File: config.mk
export PLATFORM = sky130hd
export DESIGN_NAME = spike_generator_array
export DESIGN_NICKNAME = d
export VERILOG_FILES = /design/src/rtl/spike_generator_array.sv
export SDC_FILE = /design/constraint.sdc
export NUM_CORES = 1
export LEC_CHECK = 0
export ABC_CLOCK_PERIOD_IN_PS = 33300
export CAP_MARGIN = 20
export CELL_PAD_IN_SITES_DETAIL_PLACEMENT = 2
export CELL_PAD_IN_SITES_GLOBAL_PLACEMENT = 2
export CORE_MARGIN = 2
export CORE_UTILIZATION = 46
export CTS_CLUSTER_SIZE = 24
export DETAILED_ROUTE_END_ITERATION = 8
export PLACE_DENSITY = 0.9
export SLEW_MARGIN = 20
export SYNTH_ARGS = -nofsm -noshare
export SYNTH_HDL_FRONTEND = slang
export SYNTH_SLANG_ARGS = --single-unit
File: constraint.sdc
create_clock -name clk -period 33.3 [get_ports clk]
set_input_delay 4.995 -clock clk [delete_from_list [all_inputs] [get_ports clk]]
set_output_delay 4.995 -clock clk [all_outputs]
set_load 0.05 [all_outputs]
File: src/rtl/spike_generator_array.sv
// Array of periodic spike generators swept on each unit_pulse time-base tick.
// Optional SPIKEGEN_OVERRUN_CNT_EN adds a saturating dropped-pulse counter port.
module spike_generator_array #(
  parameter int unsigned Ngens   = 8,
  parameter int unsigned Nperiod = 16,
  parameter int unsigned Ntag    = 11,
  parameter int unsigned Nct     = 10
) (
  input  logic                         clk,
  input  logic                         reset,
  input  logic                         unit_pulse,
  input  logic [$clog2(Ngens+1)-1:0]   conf_gens_used,
  input  logic [Ngens-1:0]             conf_gens_en,
  input  logic                         prog_v,
  input  logic [$clog2(Ngens)-1:0]     prog_gen_idx,
  input  logic [Nperiod-1:0]           prog_period,
  input  logic [Nperiod-1:0]           prog_ticks,
  input  logic [Ntag-1:0]              prog_tag,
  output logic                         prog_a,
`ifdef SPIKEGEN_OVERRUN_CNT_EN
  output logic [15:0]                  overrun_count,
`endif
  output logic                         out_v,
  output logic [Ntag-1:0]              out_tag,
  output logic [Nct-1:0]               out_ct,
  input  logic                         out_a
);

  localparam int unsigned UW = $clog2(Ngens + 1);
  localparam int unsigned IW = $clog2(Ngens);
  // One bit per encodable programming index; set only for existing generators
  localparam logic [(1<<IW)-1:0] IdxOkMask = (1<<IW)'((1 << Ngens) - 1);

  typedef enum logic [1:0] {IDLE, SWEEP, EMIT} state_e;

  state_e             state_q, state_d;
  logic [UW-1:0]      idx_q, idx_d;
  logic               pend_q, pend_d;
  logic               out_v_q, out_v_d;
  logic [Ntag-1:0]    out_tag_q, out_tag_d;
  logic [Nct-1:0]     out_ct_q, out_ct_d;

  logic [Nperiod-1:0] period_q [Ngens];
  logic [Nperiod-1:0] ticks_q  [Ngens];
  logic [Ntag-1:0]    tag_q    [Ngens];

  logic [IW-1:0]      cur_idx;
  logic               idx_in_range;
  logic               last_idx;
  logic               consume;
  logic               tick_we;
  logic [Nperiod-1:0] tick_nxt;
  logic               prog_we;
  logic               drop_pulse;

  assign cur_idx      = idx_q[IW-1:0];
  assign idx_in_range = (idx_q < UW'(Ngens));
  assign last_idx     = (UW'(idx_q + 1'b1) >= conf_gens_used);

  assign prog_a  = prog_v && (state_q == IDLE) && !pend_q;
  assign prog_we = prog_a && IdxOkMask[prog_gen_idx];

  assign out_v   = out_v_q;
  assign out_tag = out_tag_q;
  assign out_ct  = out_ct_q;

  // Next-state, sweep step and output staging
  always_comb begin
    state_d   = state_q;
    idx_d     = idx_q;
    out_v_d   = out_v_q;
    out_tag_d = out_tag_q;
    out_ct_d  = out_ct_q;
    consume   = 1'b0;
    tick_we   = 1'b0;
    tick_nxt  = ticks_q[cur_idx];

    unique case (state_q)
      IDLE: begin
        if (pend_q) begin
          consume = 1'b1;
          idx_d   = '0;
          state_d = (conf_gens_used == '0) ? IDLE : SWEEP;
        end
      end
      SWEEP: begin
        if (idx_q >= conf_gens_used) begin
          state_d = IDLE;
        end else if (idx_in_range && conf_gens_en[cur_idx] && (period_q[cur_idx] != '0)
                     && (ticks_q[cur_idx] == '0)) begin
          tick_we   = 1'b1;
          tick_nxt  = Nperiod'(period_q[cur_idx] - 1'b1);
          out_v_d   = 1'b1;
          out_tag_d = tag_q[cur_idx];
          out_ct_d  = Nct'(1);
          state_d   = EMIT;
        end else begin
          if (idx_in_range && conf_gens_en[cur_idx] && (period_q[cur_idx] != '0)) begin
            tick_we  = 1'b1;
            tick_nxt = Nperiod'(ticks_q[cur_idx] - 1'b1);
          end
          if (last_idx) state_d = IDLE;
          else          idx_d   = UW'(idx_q + 1'b1);
        end
      end
      EMIT: begin
        if (out_v_q && out_a) begin
          out_v_d = 1'b0;
          if (last_idx) begin
            state_d = IDLE;
          end else begin
            idx_d   = UW'(idx_q + 1'b1);
            state_d = SWEEP;
          end
        end
      end
      default: state_d = IDLE;
    endcase

    // A pulse arriving while one is already queued is lost
    pend_d = (pend_q && !consume) || unit_pulse;
  end

  assign drop_pulse = unit_pulse && pend_q && !consume;

  always_ff @(posedge clk or posedge reset) begin
    if (reset) begin
      state_q   <= IDLE;
      idx_q     <= '0;
      pend_q    <= 1'b0;
      out_v_q   <= 1'b0;
      out_tag_q <= '0;
      out_ct_q  <= '0;
    end else begin
      state_q   <= state_d;
      idx_q     <= idx_d;
      pend_q    <= pend_d;
      out_v_q   <= out_v_d;
      out_tag_q <= out_tag_d;
      out_ct_q  <= out_ct_d;
    end
  end

  // Generator state: host writes only in IDLE, countdown updates only in SWEEP
  always_ff @(posedge clk or posedge reset) begin
    if (reset) begin
      for (int i = 0; i < int'(Ngens); i++) begin
        period_q[i] <= '0;
        ticks_q[i]  <= '0;
        tag_q[i]    <= '0;
      end
    end else begin
      if (prog_we) begin
        period_q[prog_gen_idx] <= prog_period;
        ticks_q[prog_gen_idx]  <= prog_ticks;
        tag_q[prog_gen_idx]    <= prog_tag;
      end
      if (tick_we) begin
        ticks_q[cur_idx] <= tick_nxt;
      end
    end
  end

`ifdef SPIKEGEN_OVERRUN_CNT_EN
  logic [15:0] ovr_q, ovr_d;

  always_comb begin
    ovr_d = ovr_q;
    if (drop_pulse && (ovr_q != 16'hFFFF)) ovr_d = 16'(ovr_q + 1'b1);
  end

  always_ff @(posedge clk or posedge reset) begin
    if (reset) ovr_q <= '0;
    else       ovr_q <= ovr_d;
  end

  assign overrun_count = ovr_q;
`else
  logic unused_drop;
  assign unused_drop = drop_pulse;
`endif

endmodule

==> impl_metrics.ini <==
[finish]
nNetsFinal = 1709
area_growth_syn_to_layout_pct = 13.1
regArea_um2 = 9120
multiInputGateArea_um2 = 9430
drive_gt1_frac = 0.289
finish.utilization = 0.529
nFillCells = 3796

[setup_path]
critical_path_arrival_ns = 6.57
path_class = in -> out
crit_path_start_kind = input pin
required_ns = 28.30
cp-end-kind = output port
crit_fanout = 3

[timing]
relSlewSlack = 0.120
rsz0062_at_grt = false
worst_pin_slew_ns = 1.31
fin_skew_ns = 0.0326
post-route-min-period_ns = 11.56
hold_viol = 0
slew_viol_final = 0
setup_viol = 0
max_freq_ghz = 0.0865
finalSetupTns_ns = 0
finalCritPeriodShare = 0.347

[floorplanning]
die_y_um = 208
core_area_um2 = 40900
start_util = 0.468
row_count = 74
die_w_um = 208
die_area_um2 = 43300
io_pins = 86

[grt]
antenna_found_initial = 4
globalRouteOverflowTotal = 0
grt_pass1_vias = 18100
grt_pass1_wl_mm = 125
grt_max_degree = 87
track_usage = 0.386

[clock_tree]
htree_levels = 2
postCtsHoldBufs = 0
clk_latency_ns = 0.61
cts_tree = done
cts_sinks = 364
cts_buffers = 43
clk_pin_slew_worst_paths_ns = 0.06
cts_setup_buffers = 0
cts_root_buf = clkbuf_16
cts_resized = 0
clockBufferDepth = 3

[detailed_routing]
ant_nets = 0
drt-total-wl_mm = 83.4
drc = 0
avgRoutedWirePerCell_um = 38.1
dr.pass1.iters = 6
vias = 15600
drt_iter0_drc = 1464
vias_per_cell = 7.12

[power_and_ir_drop]
peakVddDrop_mv = 0.0411
power_density_nw_per_um2 = 108
p_leak_nw = 9.57

[synthesis]
synth_mux_area_frac = 0.266
syn_inst = 1599
synthArstFlopShare = 1.00
synth_edf_count = 0
synthSimpleGateAreaFrac = 0.0850
yosys.area_share.adder = 0.00980
synth_flop_cell = dfrtp_1
seq_area_frac_synth = 0.476
synth_top_family_by_area = multiplexers
synth-seq-cells = 364
netlist_area_um2 = 19100
synth_cell_type_count = 79
syn_area_per_cell_um2 = 12.0
yosys.area_share.xor_xnor = 0.00549
ys_warn_count = 0
synth_compound_area_frac = 0.122

[flow_run]
cap_violations = 0

[min_path]
worstHoldPathType = reg -> reg

[placed_design]
gp_congestion = 0.838
hpwl_mm = 43.9
io_buffers = 76

[run_status]
status = finished, final reports clean
## metrics by stage
| step | cells | area [um^2] | power (mW) | worst slack [ns] | hold WS [ns] |
|---|---|---|---|---|---|
| finish | 2192 | 21700 | 2.34 | 21.74 | 0.512 |
| global route | 2191 | 21600 | 2.40 | 21.69 | 0.528 |
| CTS | 2190 | 21600 | 2.30 | 21.75 | 0.511 |
| detailed placement | 2118 | 20300 | 1.72 | 21.79 | 0.492 |
| global placement | 2118 | 20300 | 1.58 | 21.82 | 0.458 |
| floorplan | 1607 | 19200 | 1.40 | 18.20 | 0.454 |
## flip-flops by register name (all words and copies together) (netlist names)
register  cells
idx_q         4
out_ct        1
out_tag      11
out_v         1
pend_q        1
period_q    128
state_q       2
tag_q        88
ticks_q     128
## worst max-delay path, cell delays in order
cell and delay [ns]:
clkdlybuf4s50_1 0.47, nand2_1 0.11, inv_1 0.16, clkdlybuf4s50_1 0.83
## cell usage after synthesis, types with 4 or more instances
master,n,area (um^2)
xnor2_1,9,78.8
o211ai_1,8,60.1
o21ai_1,11,55.1
mux2_2,299,3370
buf_6,7,78.8
mux2i_1,64,641
a21oi_1,126,631
nand4_1,8,50.1
a221o_1,7,70.1
nor2b_1,78,488
and3_1,6,37.5
o21ai_0,37,185
mux4_2,48,1080
a22oi_1,9,67.6
dfrtp_1,364,9110
buf_4,15,113
inv_1,22,82.6
a21o_1,5,37.5
nand2b_1,10,62.6
or3_1,4,25.0
o22ai_1,5,31.3
o2111a_1,4,45.0
nor4_1,4,25.0
nor3_1,13,65.1
o21a_1,4,30.0
nand3b_1,5,37.5
nor2_1,73,274
buf_2,17,85.1
a31oi_1,7,43.8
nor3b_1,5,37.5
nand3_1,16,80.1
a211oi_1,66,495
buf_1,16,60.1
a221oi_1,14,123
ha_1,15,188
nand2_1,52,195
clkbuf_1,72,270
and2_1,8,50.1
## final cells by class
type	instances	share of cell area
multi-input cells	1093	0.436
flip-flops and latches	364	0.421
clock buffers	63	0.0587
repair buffers	106	0.0457
well taps	532	0.0307
inverters	23	0.00433
clock inverters	9	0.00364
diodes	2	0.000231
## per-layer routing
layer,track usage,vias up,routed length [um]
met2,0.652,982,41500
met4,0.268,4,6280
li1,-,5981,-
met1,0.435,8192,29700
met5,0,-,26
met3,0.0839,456,5970
## layout by cell type (no fill, tap or decap), types with 14 or more instances in the layout
cell,count
a21oi_1,126
clkdlybuf4s50_1,76
clkbuf_16,43
nor2b_1,77
ha_1,15
mux2_2,299
dfrtp_1,361
mux4_2,48
buf_4,29
a221oi_1,14
o21ai_0,37
a211oi_1,66
inv_1,20
mux2i_1,64
nand3_1,14
nand2_1,51
nor2_1,70
## report_power, final
part / leakage [nW] / switching, mW / internal [mW]
Combinational: 4.25 / 0.629 / 0.406
Sequential: 4.67 / 0.177 / 0.649
Clock: 0.656 / 0.214 / 0.264
## cells by family (layout without fill, tap and decap cells)
| logic type | Yosys count | in the layout |
|---|---|---|
| fa+ha+maj | 15 | 15 |
| xor+xnor | 12 | 12 |
| simple gates | 303 | 303 |
| buf+inv | 150 | 201 |
| compound gates | 343 | 343 |
| flops | 364 | 364 |
| mux | 411 | 411 |
| other cells | 1 | 11 |
## final timing paths
kind | start | endpoint | slack (ns) | cells after the start
worst max-delay path | prog_v | prog_a | 21.74 | 4
worst min-delay path | period_q[40]$_DFFE_PP0P_ | period_q[40]$_DFFE_PP0P_ | 0.51 | 1
worst max register to register | idx_q[0]$_DFFE_PP0P_ | ticks_q[61]$_DFF_PP0_ | 26.16 | 12
worst min register to register | period_q[40]$_DFFE_PP0P_ | period_q[40]$_DFFE_PP0P_ | 0.51 | 1
max in group asynchronous | reset | idx_q[0]$_DFFE_PP0P_ | 25.02 | 5
min in group asynchronous | reset | period_q[89]$_DFFE_PP0P_ | 4.89 | 2
Power figures use the tool's default switching activity.
